===== config.mk =====
export PLATFORM = sky130hd
export DESIGN_NAME = fifo_rd_stream_flat
export DESIGN_NICKNAME = d
export VERILOG_FILES = /design/src/rtl/fifo_pkg.sv /design/src/rtl/fifo_rd_stream_if.sv /design/src/rtl/fifo_rd_skid.sv /design/src/rtl/fifo_rd_stream.sv /design/src/flat_wrapper.sv
export SDC_FILE = /design/constraint.sdc
export NUM_CORES = 1
export LEC_CHECK = 0
export BUFFER_PORTS_ARGS = -buffer_cell sky130_fd_sc_hd__buf_2
export CAP_MARGIN = 0
export CORE_ASPECT_RATIO = 1.5
export CORE_MARGIN = 4
export CORE_UTILIZATION = 40
export CTS_BUF_LIST = sky130_fd_sc_hd__clkbuf_4 sky130_fd_sc_hd__clkbuf_8 sky130_fd_sc_hd__clkbuf_16
export DETAILED_ROUTE_END_ITERATION = 10
export SLEW_MARGIN = 20
export SYNTH_ARGS = -nofsm -noshare
export SYNTH_HDL_FRONTEND = slang
export SYNTH_SLANG_ARGS = --single-unit

===== constraint.sdc =====
create_clock -name clk_b -period 1.6 [get_ports clk_b]
set_input_delay 0.08 -clock clk_b [delete_from_list [all_inputs] [get_ports clk_b]]
set_output_delay 0.08 -clock clk_b [all_outputs]
set_load 0.02 [all_outputs]

===== src/rtl/fifo_pkg.sv =====
// Shared FIFO definitions: default data width, read-side skid depth, data-word type.
// Used by the dual-clock FIFO and by both the write-side and read-side engines.
package fifo_pkg;

    localparam int unsigned FIFO_WIDTH_DEF = 16;
    localparam int unsigned CNT_WIDTH_DEF  = 32;
    localparam int unsigned SKID_DEPTH     = 3;
    localparam int unsigned SKID_PTR_W     = 2;

    typedef logic [FIFO_WIDTH_DEF-1:0] word_t;

    // Advance a skid-buffer pointer, wrapping from the last entry back to 0.
    function automatic logic [SKID_PTR_W-1:0] ptr_inc(input logic [SKID_PTR_W-1:0] p);
        return (p == SKID_PTR_W'(SKID_DEPTH - 1)) ? '0 : p + SKID_PTR_W'(1);
    endfunction

endpackage


===== src/rtl/fifo_rd_stream_if.sv =====
// FIFO read port plus outgoing valid/ready stream of the read-side drain engine.
// rd_count exists only when FIFO_RD_CNT_EN is defined.
interface fifo_rd_stream_if #(
    parameter int unsigned FIFO_WIDTH = fifo_pkg::FIFO_WIDTH_DEF
`ifdef FIFO_RD_CNT_EN
    , parameter int unsigned CNT_WIDTH = fifo_pkg::CNT_WIDTH_DEF
`endif
);
    logic                  drain_en;
    logic                  empty;
    logic [FIFO_WIDTH-1:0] dout_b;
    logic                  ren_b;
    logic [FIFO_WIDTH-1:0] m_data;
    logic                  m_valid;
    logic                  m_ready;
`ifdef FIFO_RD_CNT_EN
    logic [CNT_WIDTH-1:0]  rd_count;
`endif

    // Drain engine side
    modport master (
        input  drain_en, empty, dout_b, m_ready,
        output ren_b, m_data, m_valid
`ifdef FIFO_RD_CNT_EN
        , output rd_count
`endif
    );

    // FIFO / consumer side
    modport slave (
        output drain_en, empty, dout_b, m_ready,
        input  ren_b, m_data, m_valid
`ifdef FIFO_RD_CNT_EN
        , input rd_count
`endif
    );

endinterface


===== src/rtl/fifo_rd_skid.sv =====
// 3-entry circular skid buffer absorbing the 1-cycle FIFO read latency.
// Push and pop in the same cycle leave count unchanged; ordering is strictly FIFO.
module fifo_rd_skid
    import fifo_pkg::*;
#(
    parameter int unsigned WIDTH = FIFO_WIDTH_DEF
) (
    input  logic                  clk_b,
    input  logic                  rst,
    input  logic                  push,
    input  logic [WIDTH-1:0]      push_data,
    input  logic                  pop,
    output logic [SKID_PTR_W-1:0] count,
    output logic [WIDTH-1:0]      head_data
);

    logic [WIDTH-1:0]      mem [SKID_DEPTH];
    logic [SKID_PTR_W-1:0] head;
    logic [SKID_PTR_W-1:0] tail;

    // Storage, pointers and occupancy
    always_ff @(posedge clk_b or posedge rst) begin
        if (rst) begin
            mem   <= '{default: '0};
            head  <= '0;
            tail  <= '0;
            count <= '0;
        end else begin
            if (push) begin
                mem[tail] <= push_data;
                tail      <= ptr_inc(tail);
            end
            if (pop) begin
                head <= ptr_inc(head);
            end
            case ({push, pop})
                2'b10:   count <= count + SKID_PTR_W'(1);
                2'b01:   count <= count - SKID_PTR_W'(1);
                default: count <= count;
            endcase
        end
    end

    assign head_data = mem[head];

endmodule


===== src/rtl/fifo_rd_stream.sv =====
// Read-side drain engine for the dual-clock FIFO (clk_b domain).
// Issues ren_b against empty, captures dout_b one cycle after each accepted read into a
// 3-entry skid buffer and re-presents the words on a valid/ready stream.
// Optional build macro: FIFO_RD_CNT_EN adds the rd_count delivered-word counter.
module fifo_rd_stream
    import fifo_pkg::*;
#(
    parameter int unsigned FIFO_WIDTH = FIFO_WIDTH_DEF
`ifdef FIFO_RD_CNT_EN
    , parameter int unsigned CNT_WIDTH = CNT_WIDTH_DEF
`endif
) (
    input  logic             clk_b,
    input  logic             rst,
    fifo_rd_stream_if.master bus
);

    logic                  pend;
    logic                  rd_acc;
    logic                  pop;
    logic [SKID_PTR_W-1:0] count;
    logic [2:0]            inflight;
    logic [FIFO_WIDTH-1:0] head_data;

    // Issue only from registered occupancy so m_ready never reaches ren_b combinationally
    assign inflight    = {1'b0, count} + {2'b00, pend};
    assign bus.ren_b   = !rst && bus.drain_en && !bus.empty && (inflight < 3'(SKID_DEPTH));
    assign rd_acc      = bus.ren_b && !bus.empty;
    assign bus.m_valid = (count != '0);
    assign pop         = bus.m_valid && bus.m_ready;
    assign bus.m_data  = head_data;

    // A read accepted this cycle lands on dout_b next cycle
    always_ff @(posedge clk_b or posedge rst) begin
        if (rst) begin
            pend <= 1'b0;
        end else begin
            pend <= rd_acc;
        end
    end

    fifo_rd_skid #(
        .WIDTH (FIFO_WIDTH)
    ) u_skid (
        .clk_b     (clk_b),
        .rst       (rst),
        .push      (pend),
        .push_data (bus.dout_b),
        .pop       (pop),
        .count     (count),
        .head_data (head_data)
    );

`ifdef FIFO_RD_CNT_EN
    logic [CNT_WIDTH-1:0] rd_count_q;

    // Words delivered on the stream, wrapping naturally
    always_ff @(posedge clk_b or posedge rst) begin
        if (rst) begin
            rd_count_q <= '0;
        end else if (pop) begin
            rd_count_q <= rd_count_q + CNT_WIDTH'(1);
        end
    end

    assign bus.rd_count = rd_count_q;
`endif

    // Buffered plus in-flight words can never exceed the skid depth
    a_no_overflow: assert property (@(posedge clk_b) disable iff (rst)
        inflight <= 3'(SKID_DEPTH));

endmodule

===== src/flat_wrapper.sv =====
// flat-port wrapper written by rule: the top's interface ports become plain ports
module fifo_rd_stream_flat import fifo_pkg::*;
#(
    parameter int unsigned FIFO_WIDTH = FIFO_WIDTH_DEF

)
  (clk_b, rst, bus_drain_en, bus_empty, bus_dout_b, bus_m_ready, bus_ren_b, bus_m_data, bus_m_valid);
  fifo_rd_stream_if #(.FIFO_WIDTH(FIFO_WIDTH)) bus_i ();
  input  logic clk_b;
  input  logic rst;
  input wire logic [$bits(bus_i.drain_en)-1:0] bus_drain_en;
  input wire logic [$bits(bus_i.empty)-1:0] bus_empty;
  input wire logic [$bits(bus_i.dout_b)-1:0] bus_dout_b;
  input wire logic [$bits(bus_i.m_ready)-1:0] bus_m_ready;
  output wire logic [$bits(bus_i.ren_b)-1:0] bus_ren_b;
  output wire logic [$bits(bus_i.m_data)-1:0] bus_m_data;
  output wire logic [$bits(bus_i.m_valid)-1:0] bus_m_valid;
  assign bus_i.drain_en = bus_drain_en;
  assign bus_i.empty = bus_empty;
  assign bus_i.dout_b = bus_dout_b;
  assign bus_i.m_ready = bus_m_ready;
  assign bus_ren_b = bus_i.ren_b;
  assign bus_m_data = bus_i.m_data;
  assign bus_m_valid = bus_i.m_valid;
  fifo_rd_stream #(.FIFO_WIDTH(FIFO_WIDTH)) u_core (.clk_b(clk_b), .rst(rst), .bus(bus_i));
endmodule

==> flow_summary.toml <==
[status]
status = "completed"

[drt]
route.antenna.remaining_nets = 0
viasPerCell = 5.028
vias = 1604
drc = 0
routed_wl_mm = 4.947
firstDrtPassIters = 3
first_iter_violations = 50
wl_per_cell_um = 15.51

[grt]
grt_pass1_wl_mm = 8.259
grt_usage_pct = 14.02
overflow = 0
antenna_found_initial = 0
grt_pass1_vias = 1695
grt_max_degree = 56

[sta]
period_minus_slack_ns = 1.558
rsz0062_at_grt = "true"
finalSetupViolCount = 0
worst_pin_slew_ns = 0.2934
min_period_over_period_pct = 97.38
max_slew_margin_pct = 80.44
maxSlewViolCount = 0
fin_ws_ns = 0.04193
fin_tns_setup_ns = 0
skew_ns = 0.002425
hold_violations = 0
clock.fmax_mhz = 641.8
whs_ns = 0.03508

[yosys]
yosysSeqAreaShare_pct = 55.03
synth_top_area_share_pct = 55.03
synth_largest_area_cell = "dfrtp_1"
syn_nets = 213
synth-edff-count = 0
async_flop_share_pct = 100.0
synth_cells = 189
synth.area.top_cells = "dfrtp_1 (55%), mux2_2 (17%), mux2i_1 (6.4%)"
synth_common_cells = "dfrtp_1 (55), mux2_2 (38), nand2_1 (18)"
avgSynthCellArea_sq_um = 13.23
synth_ff_type = "dfrtp_1"
syn_area_sq_um = 2501
ys_ff_latch = 55
ys_types = 26
ys_warn_count = 0
yosysMostFrequentCell = "dfrtp_1"

[clock_network]
htree_num_levels = 2
worstSkewPairLatency_ns = 0.30
root_buffer = "clkbuf_8"
cts_buffers = 5
cts_tree = "done"
cts.sinks = 55
clk_pin_slew_ns = 0.09
clk_path_buf_depth = 2

[critical_path]
worstPathArrival_ns = 1.48
critPathRequiredTime_ns = 1.52
crit_fanout = 2
start_kind = "flop"
crit_type = "reg -> out"
cp-end-kind = "output pin"

[die]
coreArea_sq_um = 6131
fp.dieH_um = 104.8
fp.dieW_um = 72.57
ioPinCount = 39
start_util_pct = 40.80
num_rows = 35
fp.dieArea_sq_um = 7608

[finish]
area_growth_pct = 21.31
antenna_cells = 0
drive_above_1_share_pct = 51.43
fin_nets = 268

[min_path]
min_path_type = "in -> reg"

[placement]
hpwl_mm = 3.474
gp_congestion = 0.7266
port-buffer-count = 38
dp_slack_ns = 0.1334

[flow_run]
drv_cap = 0

[pwr]
power_per_cell_area_nw_per_um2 = 2026
leakage_nw = 1.417
p_total_w = 0.006148
ir_drop_v = 0.0007716
[metrics by stage]
step                      instances  cell area, sq um  util (%)
after floorplan                 189              2505         -
after global placement          305              2854     46.55
after detailed placement        305              2854     46.55
after CTS                       319              3002     48.96
after global routing            319              3034     49.49
final                           319              3034     49.49
[per-layer routing]
layer	global-route usage, %	part of all wire [%]	vias to the layer above
li1	-	-	773
met1	17.35	42	798
met2	23.58	52	27
met3	3.465	4.4	6
met4	4.354	1.4	0
met5	0	0	-
[final timing paths]
kind	startpoint	to	slack [ns]	cells past startpoint
max	u_core.u_skid.count[0]	bus_ren_b	0.04	6
min	bus_dout_b[9]	u_core.u_skid.mem[9]	0.04	2
max reg2reg	u_core.pend	u_core.u_skid.mem[5]	0.11	5
min reg2reg	u_core.u_skid.mem[33]	u_core.u_skid.mem[33]	0.51	1
max in group asynchronous	rst	u_core.u_skid.head[0]	0.88	4
min in group asynchronous	rst	u_core.u_skid.mem[24]	0.46	4
[kinds of logic after synthesis]
family / after synthesis / synth area share [%]
compound gates: 23 / 5.002
simple gates: 27 / 4.753
fa+ha+maj: 3 / 1.501
mux: 64 / 29.51
buf+inv: 14 / 3.151
xor+xnor: 3 / 1.051
flops: 55 / 55.03
[report_power, final]
group / internal, W / switching (W)
clock: 0.000343 / 0.000426
sequential: 0.00209 / 0.000381
combinational: 0.00145 / 0.00146
total: 0.00388 / 0.00227
[final cells by class]
class | count | area (sq um)
fill | 592 | 3097
sequential | 55 | 1378
multi-input combinational | 120 | 1082
timing repair buffer | 58 | 374.1
tap | 74 | 92.59
clock buffer | 7 | 83.83
inverter | 4 | 18.77
clock inverter | 1 | 5.005
[state kept, by name, indices dropped and copies added, names as in the netlist]
signal and cells:
u_core.u_skid.tail 2, u_core.u_skid.head 2, u_core.pend 1, u_core.u_skid.count 2, u_core.u_skid.mem 48
[cell usage in the layout (no fill, tap or decap), types with 4 or more instances in the layout]
cell type	instances
dfrtp_1	54
mux2_2	38
buf_2	37
nand2_1	18
buf_4	17
mux2i_1	16
o21ai_0	13
mux2_4	10
clkbuf_8	5
o22ai_1	4
[critical path, cell delays in order (launching register included)]
cell	delay, ns
dfrtp_1	0.39
ha_2	0.20
ha_4	0.16
nor2_4	0.07
nand3_2	0.09
a21oi_2	0.11
buf_4	0.15
[repair_timing]
action | in CTS | in global routing
setup endpoints to repair | 1 | 12
pin swaps | 1 | 1
hold buffers | 1 | 0
resized for setup | 4 | 10
setup buffers | 5 | 0
hold endpoints to repair | 55 | 0
gates cloned | 0 | 0
No activity file was read; power rests on OpenSTA's default activity.
